`src/rtl/issue_pkg.sv`:
```
// Shared issue-queue types: default queue depth and the entry index, occupancy count and age-matrix types.
package issue_pkg;
  localparam int DEF_N_ENTRIES = 8;
  localparam int DEF_IDX_W     = $clog2(DEF_N_ENTRIES);
  localparam int DEF_CNT_W     = $clog2(DEF_N_ENTRIES + 1);

  typedef logic [DEF_IDX_W-1:0]                    entry_idx_t;
  typedef logic [DEF_CNT_W-1:0]                    entry_cnt_t;
  typedef logic [DEF_N_ENTRIES-1:0][DEF_N_ENTRIES-1:0] age_matrix_t;
endpackage

```
`src/rtl/age_matrix_ram.sv`:
```
// N x N older-than storage with one row-write port and one column-write port applied together.
// The column write wins on the shared diagonal bit; rows_o/cols_o are the row-major and transposed reads.
module age_matrix_ram
  import issue_pkg::*;
#(
  parameter  int N_ENTRIES = DEF_N_ENTRIES,
  localparam int IDX_W     = $clog2(N_ENTRIES)
) (
  input  logic                                clk,
  input  logic                                rst_aL,
  input  logic                                row_we_i,
  input  logic [IDX_W-1:0]                    row_idx_i,
  input  logic [N_ENTRIES-1:0]                row_data_i,
  input  logic                                col_we_i,
  input  logic [IDX_W-1:0]                    col_idx_i,
  input  logic [N_ENTRIES-1:0]                col_data_i,
  output logic [N_ENTRIES-1:0][N_ENTRIES-1:0] rows_o,
  output logic [N_ENTRIES-1:0][N_ENTRIES-1:0] cols_o
);
  logic [N_ENTRIES-1:0][N_ENTRIES-1:0] mat_q;

  // NOTE: this storage is flops, not a RAM macro, so it takes the async reset;
  // an asserted reset must clear it without waiting for a clock edge.
  always_ff @(posedge clk or negedge rst_aL) begin
    if (!rst_aL) begin
      mat_q <= '0;
    end else begin
      for (int i = 0; i < N_ENTRIES; i++) begin
        for (int j = 0; j < N_ENTRIES; j++) begin
          // NOTE: non-blocking assignments keep every bit reading pre-edge state.
          if (col_we_i && IDX_W'(j) == col_idx_i) begin
            mat_q[i][j] <= col_data_i[i];
          end else if (row_we_i && IDX_W'(i) == row_idx_i) begin
            mat_q[i][j] <= row_data_i[j];
          end
        end
      end
    end
  end

  assign rows_o = mat_q;

  always_comb begin
    // NOTE: default first so no path through this block infers a latch.
    cols_o = '0;
    for (int i = 0; i < N_ENTRIES; i++) begin
      for (int j = 0; j < N_ENTRIES; j++) begin
        cols_o[j][i] = mat_q[i][j];
      end
    end
  end
endmodule

```
`src/rtl/age_matrix_select.sv`:
```
// Oldest-ready selector for an issue queue built on an older-than age matrix.
// Define AGE_MATRIX_SELECT_CHECK_EN to add the dbg_matrix port and simulation assertions.
module age_matrix_select
  import issue_pkg::*;
#(
  parameter  int N_ENTRIES = DEF_N_ENTRIES,
  localparam int IDX_W     = $clog2(N_ENTRIES),
  localparam int CNT_W     = $clog2(N_ENTRIES + 1)
) (
  input  logic                 clk,
  input  logic                 rst_aL,
  input  logic                 alloc_en,
  input  logic [IDX_W-1:0]     alloc_idx,
  input  logic [N_ENTRIES-1:0] req,
  input  logic                 issue_ready,
  input  logic                 flush,
  output logic                 gnt_valid,
  output logic [IDX_W-1:0]     gnt_idx,
  output logic [N_ENTRIES-1:0] gnt_onehot,
  output logic [N_ENTRIES-1:0] valid,
  output logic [CNT_W-1:0]     count,
  output logic                 full,
  output logic                 empty
`ifdef AGE_MATRIX_SELECT_CHECK_EN
  ,
  output logic [N_ENTRIES-1:0][N_ENTRIES-1:0] dbg_matrix
`endif
);
  logic [N_ENTRIES-1:0]                valid_q, valid_d;
  logic [N_ENTRIES-1:0]                req_eff, alloc_oh;
  logic [N_ENTRIES-1:0][N_ENTRIES-1:0] rows, cols;
  logic                                issue_fire, alloc_fire;

  assign req_eff    = req & valid_q;
  assign issue_fire = gnt_valid & issue_ready;
  assign alloc_fire = alloc_en & ~full & ~flush;

  always_comb begin
    gnt_onehot = '0;
    gnt_idx    = '0;
    alloc_oh   = '0;
    count      = '0;
    for (int i = 0; i < N_ENTRIES; i++) begin
      // cols[i] lists the entries older than i; any requesting one blocks i.
      if (req_eff[i] && !(|(req_eff & cols[i]))) gnt_onehot[i] = 1'b1;
      if (gnt_onehot[i]) gnt_idx = IDX_W'(i);
      if (IDX_W'(i) == alloc_idx) alloc_oh[i] = 1'b1;
      count = count + CNT_W'(valid_q[i]);
    end
  end

  assign gnt_valid = |req_eff;
  assign valid     = valid_q;
  assign full      = (count == CNT_W'(N_ENTRIES));
  assign empty     = (count == '0);

  always_comb begin
    valid_d = valid_q;
    if (flush) begin
      valid_d = '0;
    end else begin
      if (issue_fire) valid_d = valid_d & ~gnt_onehot;
      if (alloc_fire) valid_d = valid_d | alloc_oh;
    end
  end

  always_ff @(posedge clk or negedge rst_aL) begin
    if (!rst_aL) valid_q <= '0;
    else         valid_q <= valid_d;
  end

  // New entry: older than nobody (row cleared), younger than every valid entry (column).
  age_matrix_ram #(.N_ENTRIES(N_ENTRIES)) u_ram (
    .clk        (clk),
    .rst_aL     (rst_aL),
    .row_we_i   (alloc_fire),
    .row_idx_i  (alloc_idx),
    .row_data_i ('0),
    .col_we_i   (alloc_fire),
    .col_idx_i  (alloc_idx),
    .col_data_i (valid_q & ~alloc_oh),
    .rows_o     (rows),
    .cols_o     (cols)
  );

`ifdef AGE_MATRIX_SELECT_CHECK_EN
  assign dbg_matrix = rows;

  always @(posedge clk) begin
    if (rst_aL) begin
      assert (!(alloc_en && |(valid_q & alloc_oh))) else $error("alloc to a valid entry");
      assert (!(alloc_en && full)) else $error("alloc while full");
      assert ($onehot0(gnt_onehot)) else $error("grant not onehot0");
      for (int i = 0; i < N_ENTRIES; i++) begin
        for (int j = 0; j < N_ENTRIES; j++) begin
          assert (!(valid_q[i] && valid_q[j] && rows[i][j] && rows[j][i]))
            else $error("age matrix not antisymmetric at %0d,%0d", i, j);
        end
      end
    end
  end
`else
  logic unused_rows;
  assign unused_rows = ^rows;
`endif
endmodule

```
`config.mk`:
```
export PLATFORM = sky130hd
export DESIGN_NAME = age_matrix_select
export DESIGN_NICKNAME = d
export VERILOG_FILES = /design/src/rtl/issue_pkg.sv /design/src/rtl/age_matrix_ram.sv /design/src/rtl/age_matrix_select.sv
export SDC_FILE = /design/constraint.sdc
export NUM_CORES = 1
export LEC_CHECK = 0
export ABC_AREA = 1
export BUFFER_PORTS_ARGS = -buffer_cell sky130_fd_sc_hd__buf_2
export CORE_MARGIN = 4
export CORE_UTILIZATION = 45
export CTS_BUF_LIST = sky130_fd_sc_hd__clkbuf_8
export CTS_CLUSTER_DIAMETER = 40
export CTS_CLUSTER_SIZE = 24
export DETAILED_ROUTE_END_ITERATION = 8
export GPL_TIMING_DRIVEN = 1
export PLACE_DENSITY_LB_ADDON = 0.25
export REMOVE_ABC_BUFFERS = 1
export SETUP_SLACK_MARGIN = 0.2
export SLEW_MARGIN = 0
export SYNTH_ARGS = -nofsm -noshare
export SYNTH_HDL_FRONTEND = slang
export SYNTH_SLANG_ARGS = --single-unit
```
`constraint.sdc`:
```
create_clock -name clk -period 5.7 [get_ports clk]
set_input_delay 0.57 -clock clk [delete_from_list [all_inputs] [get_ports clk]]
set_output_delay 0.57 -clock clk [all_outputs]
set_load 0.01 [all_outputs]
```
==> results.yml, run 1 <==
cells_and_area:
  final_common_cell: "nand2_1"
  final_core_util_pct: 50.6
  multi_input_area_um2: 1610
  layout_common_cells: "nand2_1, dfrtp_1, nand3_1, inv_1, buf_2"
  area_growth_pct: 9.95
  n_fill_cell: 810
  drive_gt1_share_pct: 14.5
  regArea_um2: 1800
  antenna-diode-count: 0
  layout.nets: 523
placement:
  hpwl_mm: 7.53
  gp_congestion: 0.905
  portBuffers: 41
route:
  vias: 3345
  m1WireLength_mm: 4.74
  drt-pass1-iter-count: 5
  wirelength_mm: 10.7
  drt_iter0_drc: 326
  wl_met2_mm: 5.00
  antenna_left: 0
  routed-wl-met3_um: 716
  wl_per_cell_um: 17.6
  topRoutingLayerUsed: "met4"
  drc: 0
  viasPerCell: 5.48
clock_tree:
  clock_latency_ns: 0.36
  cts_resized: 0
  clkSlewWorstSetupHoldPaths_ns: 0.08
  clockBufferDepth: 2
  cts_tree: "built"
  cts_sinks: 72
  cts_buffers: 9
  htree_levels: 3
  postCtsSetupBuffers: 0
  root_buffer: "clkbuf_8"
  hold_buffers: 0
worst_setup_path:
  crit_chain: "fa_1 -> inv_1 -> fa_1 -> fa_1 -> inv_1 -> ha_1 -> inv_1 -> fa_1 -> xnor2_2 -> nor3_2 -> nand2_1 -> nand3_1 -> nand3_1 -> o21ai_0"
  cp_slowest_cell: "nand3_1"
  slowest_delay_ns: 0.72
  critPathCaptureType: "flop"
  arrival_ns: 4.94
  path_delay_family: "adder cells"
  critPathKind: "flop to flop"
  path_buf_inv: 3
  worst_setup_path_start_kind: "flop"
  cp_max_fo: 23
  crit_top_cell: "fa_1"
  required_ns: 5.90
synth:
  synth_cells: 467
  synth.avg_cell_area_um2: 8.10
  syn_area_um2: 3780
  synth.distinct_cells: 24
  seq_area_frac_synth_pct: 47.6
  ys_seq_elements: 72
  yosysWarnings: 0
timing:
  clock.fmax_ghz: 0.211
  fin_crit_sh_pct: 83.2
  fin_tns_setup_ns: 0
  hold_ws_ns: 0.423
  finalCriticalPeriod_ns: 4.74
  slew-limit-headroom_pct: 34.1
  finalMaxSlewViolations: 0
  rsz0062_at_grt: "no"
  worstMarginPinSlew_ns: 0.977
  setup_viol_count_final: 0
  fin_skew_ns: 0.0138
  hold_viol: 0
floorplanning:
  num_rows: 33
  die_h_um: 99.7
  dieArea_um2: 9940
  core_um2: 8220
  initial_core_util_pct: 46.0
  ios: 42
  die_w_um: 99.7
pwr:
  p_per_area_nw_per_um2: 251
  total_power_mw: 1.04
  cellLeakagePower_nw: 2.18
  ir_worst_vdd_mv: 0.149
global_routing:
  grt_antenna_before_repair: 0
  grt.total_usage_pct: 22.2
  grt_max_degree: 73
  grt_pass1_wl_mm: 16.9
  grt_pass1_vias: 3085
  grt_overflow_total: 0
run_status:
  outcome: "finished, final reports clean"
run:
  cap_viol_max_count: 0
min_path:
  hp-class: "input pin to async pin"
worst register-to-register path, cell delays in order, from the launching register on:
cell	delay, ns
dfrtp_1	0.62
fa_1	0.49
inv_1	0.09
fa_1	0.42
fa_1	0.44
inv_1	0.07
ha_1	0.15
inv_1	0.05
fa_1	0.40
xnor2_2	0.24
nor3_2	0.05
nand2_1	0.38
nand3_1	0.73
nand3_1	0.32
o21ai_0	0.13
state kept, by name, summed over array words and instances (netlist names):
name and count:
u_ram.cols_o 64, valid 8
synth_stat cells (all sizes together):
library cell  number  area [µm²]
nand2            106         400
buf               20         156
fa                 4        80.1
nand4              3        18.8
nor2              31         124
nor3b              4        30.0
o21ai             75         375
nor3               1        10.0
inv               58         218
xnor2              1        16.3
ha                 3        37.5
a211oi             4        30.0
and3               1        6.26
nor4               1        6.26
or2                6        37.5
nand3             77         435
dfrtp             72        1800
cell families (layout without fill, tap and decap cells):
logic type | after synthesis | count (layout) | share of synthesized area, %
adders and majority gates | 7 | 7 | 3.11
xor gates and xnor gates | 1 | 1 | 0.430
buffers and inverters | 78 | 116 | 9.89
and+or+nand+nor | 230 | 230 | 28.2
DFF | 72 | 72 | 47.6
AOI/OAI and AO/OA | 79 | 79 | 10.7
cell type report:
| cell class | instances | area share (%) |
|---|---|---|
| clock buffer | 9 | 2.98 |
| timing repair buffer | 42 | 5.11 |
| inverter | 58 | 5.23 |
| sequential | 72 | 43.3 |
| clock inverter | 7 | 1.56 |
| multi-input combinational | 317 | 38.6 |
| tap | 105 | 3.16 |
worst paths after layout:
| path | startpoint | end | slack (ns) | cells past startpoint |
|---|---|---|---|---|
| worst max-delay path | valid[3]$_DFF_PN0_ | u_ram.cols_o[60]$_DFFE_PN0P_ | 0.96 | 14 |
| worst min-delay path | rst_aL | u_ram.cols_o[54]$_DFFE_PN0P_ | 0.42 | 2 |
| worst max register to register | valid[3]$_DFF_PN0_ | u_ram.cols_o[60]$_DFFE_PN0P_ | 0.96 | 14 |
| worst min register to register | u_ram.cols_o[9]$_DFFE_PN0P_ | u_ram.cols_o[9]$_DFFE_PN0P_ | 0.47 | 2 |
| max in group asynchronous | rst_aL | valid[2]$_DFF_PN0_ | 4.68 | 2 |
| min in group clk | u_ram.cols_o[9]$_DFFE_PN0P_ | u_ram.cols_o[9]$_DFFE_PN0P_ | 0.47 | 2 |
where the power goes:
| group | total [mW] | internal, mW | switching [mW] |
|---|---|---|---|
| clock network | 0.399 | 0.199 | 0.200 |
| logic | 0.105 | 0.0348 | 0.0704 |
| registers | 0.540 | 0.527 | 0.0130 |
| total | 1.04 | 0.761 | 0.283 |
layer usage:
layer	global-route usage, %	vias to the layer above
met1	31.0	1600
met2	33.6	134
met4	7.98	0
met3	5.47	23
met5	0	-
li1	-	1588
metrics by stage:
| step | instances | cell area, µm² | setup slack, ns |
|---|---|---|---|
| final | 610 | 4160 | 0.957 |
| after global routing | 610 | 4160 | 0.699 |
| after CTS | 610 | 4160 | 0.980 |
| after detailed placement | 594 | 3970 | 1.01 |
| after global placement | 594 | 3970 | 1.18 |
| after floorplan | 447 | 3630 | 1.47 |
Note: power is estimated with default switching activity, not from simulation.
==> inputs of run 2 (changes only) <==
- clock period: 5.7 -> 4.2 ns (I/O delays scaled with it)
==> run 2 against run 1 <==
Net effect:
- via count increased by 3.0%
- worst hold slack got worse by 0.20 ns
- count of clock-buffer cells in the layout up 3
- clock power increased by 64%
- total power rose by 48%
==> results.yml, run 2 (synthesized netlist as in run 1, its figures left out) <==
global_routing:
  grt_overflow_total: 0
  grt.total_usage_pct: 22.9
  globalRouteMet3Util_pct: 5.61
  grtUsageMet2_pct: 34.5
  top_usage_layer: "met2"
  grt_max_degree: 46
  grt_pass1_vias: 3261
  grtUsageMet1_pct: 32.4
  grt_pass1_wl_mm: 17.5
  grt_antenna_before_repair: 0
floorplanning:
  dieArea_um2: 9940
  die_w_um: 99.7
  ios: 42
  initial_core_util_pct: 46.0
  die_h_um: 99.7
  num_rows: 33
  core_um2: 8220
worst_setup_path:
  slowest_delay_ns: 0.53
  arrival_ns: 3.57
  cp_max_fo: 3
  crit_top_cell: "fa_1"
  worst_setup_path_start_kind: "flop"
  critPathCaptureType: "output port"
  required_ns: 3.78
  critPathKind: "flop to output port"
  crit_chain: "fa_1 -> inv_1 -> fa_1 -> fa_1 -> inv_1 -> ha_2 -> inv_2 -> fa_2 -> inv_2 -> nor4_1 -> buf_2"
  cp_slowest_cell: "fa_1"
clock_tree:
  cts_tree: "built"
  htree_levels: 3
  root_buffer: "clkbuf_8"
  cts_sinks: 72
  clockBufferDepth: 2
  clkSlewWorstSetupHoldPaths_ns: 0.08
  cts_buffers: 9
  hold_buffers: 0
  clock_latency_ns: 0.36
cells_and_area:
  largest_register_ffs: 64
  area_growth_pct: 16.2
  antenna-diode-count: 0
  final_core_util_pct: 53.5
  multi_input_area_um2: 1680
  layout.nets: 534
  final_common_cell: "nand2_1"
  regArea_um2: 1800
  final_cell_count_no_fill: 621
  finalInstanceArea_um2: 4400
  n_fill_cell: 772
  drive_gt1_share_pct: 18.0
  layout_common_cells: "nand2_1, dfrtp_1, nand3_1, inv_1, buf_2"
timing:
  worstMarginPinSlew_ns: 0.999
  hold_viol: 0
  rsz0062_at_grt: "yes"
  slew-limit-headroom_pct: 33.4
  finalCriticalPeriod_ns: 3.99
  setup_viol_count_final: 0
  hold_ws_ns: 0.219
  clock.fmax_ghz: 0.251
  finalMaxSlewViolations: 0
  fin_skew_ns: 0.0108
  fin_crit_sh_pct: 94.9
placement:
  dp_cells: 600
  portBuffers: 41
  hpwl_mm: 7.73
  placed_area_um2: 4020
  gp_congestion: 0.917
pwr:
  ir_worst_vdd_mv: 0.244
  p_per_area_nw_per_um2: 352
  total_power_mw: 1.55
  cellLeakagePower_nw: 2.26
route:
  drt_iter0_drc: 347
  drt-pass1-iter-count: 5
  vias: 3444
  drc: 0
  viasPerCell: 5.55
  wl_per_cell_um: 18.4
  wirelength_mm: 11.4
  antenna_left: 0
min_path:
  hp-class: "input pin to async pin"
run_status:
  outcome: "finished, final reports clean"
run:
  cap_viol_max_count: 0
-- run 2: changes by cell type in the layout (fill, tap and decap cells not counted), sizes merged --
cell / delta
buf: +9
clkinv: -4
inv: -2
clkbuf: +4
clkinvlp: +2
bufinv: +1
nand3: +1
-- run 2: through the flow --
stage / TNS, ns / setup WS [ns]
final: 0 / 0.214
after global routing: 0 / 0.0799
after CTS: 0 / 0.215
after detailed placement: 0 / 0.141
after global placement: 0 / 0.286
after floorplan: -0.205 / -0.0304
-- run 2: metal layers --
layer,routed length (µm),vias to the layer above
met5,0,-
met4,287,0
met3,874,28
met2,5370,160
met1,4890,1648
li1,-,1608
-- run 2: area by class of cell --
cell class	count	area share [%]
clock buffers	12	3.76
clock inverters	4	1.71
inverters	58	4.95
multi-input cells	318	38.3
flip-flops and latches	72	41.0
well taps	105	2.99
repair buffers	52	7.37
-- run 2: worst max-delay path, delay by kind of cell (launching register included) --
kind	cells	cell delay, ns
adders and majority gates	5	2.11
buffers and inverters	5	0.40
DFF	1	0.41
and+or+nand+nor	1	0.30
-- run 2: path summary, 6_finish.rpt --
kind	start	to	slack (ns)	cells past startpoint
worst max-delay path	valid[3]$_DFF_PN0_	empty	0.21	11
worst min-delay path	rst_aL	u_ram.cols_o[62]$_DFFE_PN0P_	0.22	1
worst max register to register	valid[3]$_DFF_PN0_	u_ram.cols_o[61]$_DFFE_PN0P_	0.36	16
worst min register to register	u_ram.cols_o[63]$_DFFE_PN0P_	u_ram.cols_o[63]$_DFFE_PN0P_	0.46	2
max in group asynchronous	rst_aL	valid[2]$_DFF_PN0_	3.01	2
min in group clk	u_ram.cols_o[63]$_DFFE_PN0P_	u_ram.cols_o[63]$_DFFE_PN0P_	0.46	2
-- run 2: power by group --
group          total, mW  internal (mW)  switching (mW)  leakage [nW]
registers          0.730          0.715          0.0152         0.999
clock network      0.656          0.383           0.273         0.115
logic              0.160         0.0537           0.107          1.15
total               1.55           1.15           0.395          2.26
-- run 2: what timing repair did --
action                                  in CTS  in global routing
hold endpoints to repair                     0                  0
endpoints found under the setup margin      14                 62
gates resized for setup                      2                 16
cloned                                       0                  2
setup buffers                                2                  1
pin swaps                                    1                  3
==> inputs of run 3 (changes only) <==
- CELL_PAD_IN_SITES_DETAIL_PLACEMENT: default -> 2
- CELL_PAD_IN_SITES_GLOBAL_PLACEMENT: default -> 2
- CORE_UTILIZATION: 45 -> 33
- CTS_BUF_LIST: sky130_fd_sc_hd__clkbuf_8 -> sky130_fd_sc_hd__clkbuf_2
==> run 3 against run 2 <==
Net effect:
- the run now ends with hold timing, capacitance limit, slew limit, setup timing left
- total power is 9.9% lower
- sequential power up 1%
- critical path depth increased by 2
- count of clock-buffer cells in the layout shrank 3
==> results.yml, run 3 (synthesized netlist as in run 1, its figures left out) <==
floorplanning:
  die_w_um: 115
  num_rows: 38
  ios: 42
  dieArea_um2: 13200
  initial_core_util_pct: 34.3
  die_h_um: 115
  core_um2: 11000
run_status:
  violations: "hold timing, capacitance limit, slew limit, setup timing"
  outcome: "complete, but fails checks"
worst_setup_path:
  cp_max_fo: 3
  arrival_ns: 3.99
  worst_setup_path_start_kind: "flop"
  critPathCaptureType: "output port"
  required_ns: 3.78
  critPathKind: "flop to output port"
pwr:
  cellLeakagePower_nw: 2.39
  comb_power_share_pct: 16.1
  switchingPower_uw: 475
  clkPwrFrac_pct: 30.9
  swShare_pct: 34.1
  ir_worst_vdd_mv: 0.137
  total_power_mw: 1.39
  p_per_area_nw_per_um2: 271
  seqPwrFrac_pct: 53.0
  p_int_uw: 918
cells_and_area:
  area_growth_pct: 35.9
  layout.nets: 570
  layout_common_cells: "nand2_1, dfrtp_1, nand3_2, inv_1"
  largest_register_ffs: 64
  antenna-diode-count: 0
  drive_gt1_share_pct: 36.2
  final_cell_count_no_fill: 692
  n_fill_cell: 1212
  final_core_util_pct: 46.6
  final_common_cell: "nand2_1"
  finalInstanceArea_um2: 5140
placement:
  gp_congestion: 0.787
  portBuffers: 41
  dp_cells: 635
  hpwl_mm: 9.70
  placed_area_um2: 4060
  place_ws_ns: -0.141
timing:
  fin_skew_ns: 0.0399
  worstMarginPinSlew_ns: 1.57
  finalCriticalPeriod_ns: 4.41
  setup_viol_count_final: 29
  hold_viol: 20
  fin_tns_setup_ns: -1.68
  fin_crit_sh_pct: 105
  hold_ws_ns: -0.0318
  clock.fmax_ghz: 0.227
  finalMaxSlewViolations: 32
  slew-limit-headroom_pct: -4.88
  rsz0062_at_grt: "yes"
  postLayoutSetupSlackWorst_ns: -0.207
clock_tree:
  clock_latency_ns: 0.56
  cts_tree: "built"
  clkSlewWorstSetupHoldPaths_ns: 0.25
  htree_levels: 3
  cts_buffers: 9
  cts_sinks: 72
  root_buffer: "clkbuf_2"
  clockBufferDepth: 2
route:
  drt_iter0_drc: 310
  drc: 0
  vias: 4190
  drt-pass1-iter-count: 5
  wl_per_cell_um: 29.8
  wirelength_mm: 20.6
  viasPerCell: 6.05
  antenna_left: 0
global_routing:
  grt_overflow_total: 0
  grt_pass1_vias: 3996
  grt.total_usage_pct: 24.6
  grt_pass1_wl_mm: 24.2
  grt_antenna_before_repair: 0
  grt_max_degree: 73
min_path:
  hp-class: "input pin to async pin"
run:
  cap_viol_max_count: 1
[run 3: area by class of cell]
type	instances	area (µm²)	share of cell area [%]
clock buffer	9	45.0	0.876
sequential	72	1800	35.0
clock inverter	7	62.6	1.22
inverter	58	218	4.23
multi-input combinational	338	2290	44.6
tap	140	175	3.41
timing repair buffer	68	547	10.6
[run 3: final timing paths]
path                                                    from                           end  slack (ns)  depth (start not counted)
min in group clk                                 issue_ready            valid[1]$_DFF_PN0_        0.29                          3
worst max-delay path                      valid[0]$_DFF_PN0_                          full       -0.21                         13
worst min register to register  u_ram.cols_o[54]$_DFFE_PN0P_  u_ram.cols_o[54]$_DFFE_PN0P_        0.50                          2
worst max register to register            valid[0]$_DFF_PN0_  u_ram.cols_o[43]$_DFFE_PN0P_       -0.11                         17
worst min-delay path                                  rst_aL  u_ram.cols_o[63]$_DFFE_PN0P_       -0.03                          1
max in group asynchronous                             rst_aL  u_ram.cols_o[50]$_DFFE_PN0P_        3.57                          1
[run 3: repair_timing]
item                                   4_1_cts  5_1_grt
setup endpoints to repair                   73       77
hold buffers                                 0        0
cloned                                       6       17
buffers inserted                             3       15
endpoints found under the hold margin        0        0
gates resized for setup                     25      124
pin swaps                                   10       30
[run 3: power by group through the flow]
stage | clock network, mW | logic [mW] | registers, mW
after floorplan | 0 | 0.0775 | 0.742
after global placement | 0 | 0.151 | 0.743
after detailed placement | 0 | 0.156 | 0.744
after CTS | 0.407 | 0.177 | 0.732
after global routing | 0.457 | 0.239 | 0.741
final | 0.430 | 0.224 | 0.739
[run 3: layer usage]
layer,wire length [µm],global-route usage (%)
met5,0,0
met1,7820,33.3
met2,9960,40.2
met4,1280,8.45
met3,1550,3.74
[run 3: worst max-delay path, cell delays in order (launching register included)]
cell	delay, ns
dfrtp_1	0.48
fa_1	0.61
inv_2	0.06
fa_1	0.51
fa_1	0.44
inv_2	0.09
ha_4	0.14
inv_2	0.04
fa_2	0.53
inv_2	0.07
nor3_4	0.21
nand2_4	0.08
inv_2	0.06
buf_6	0.10
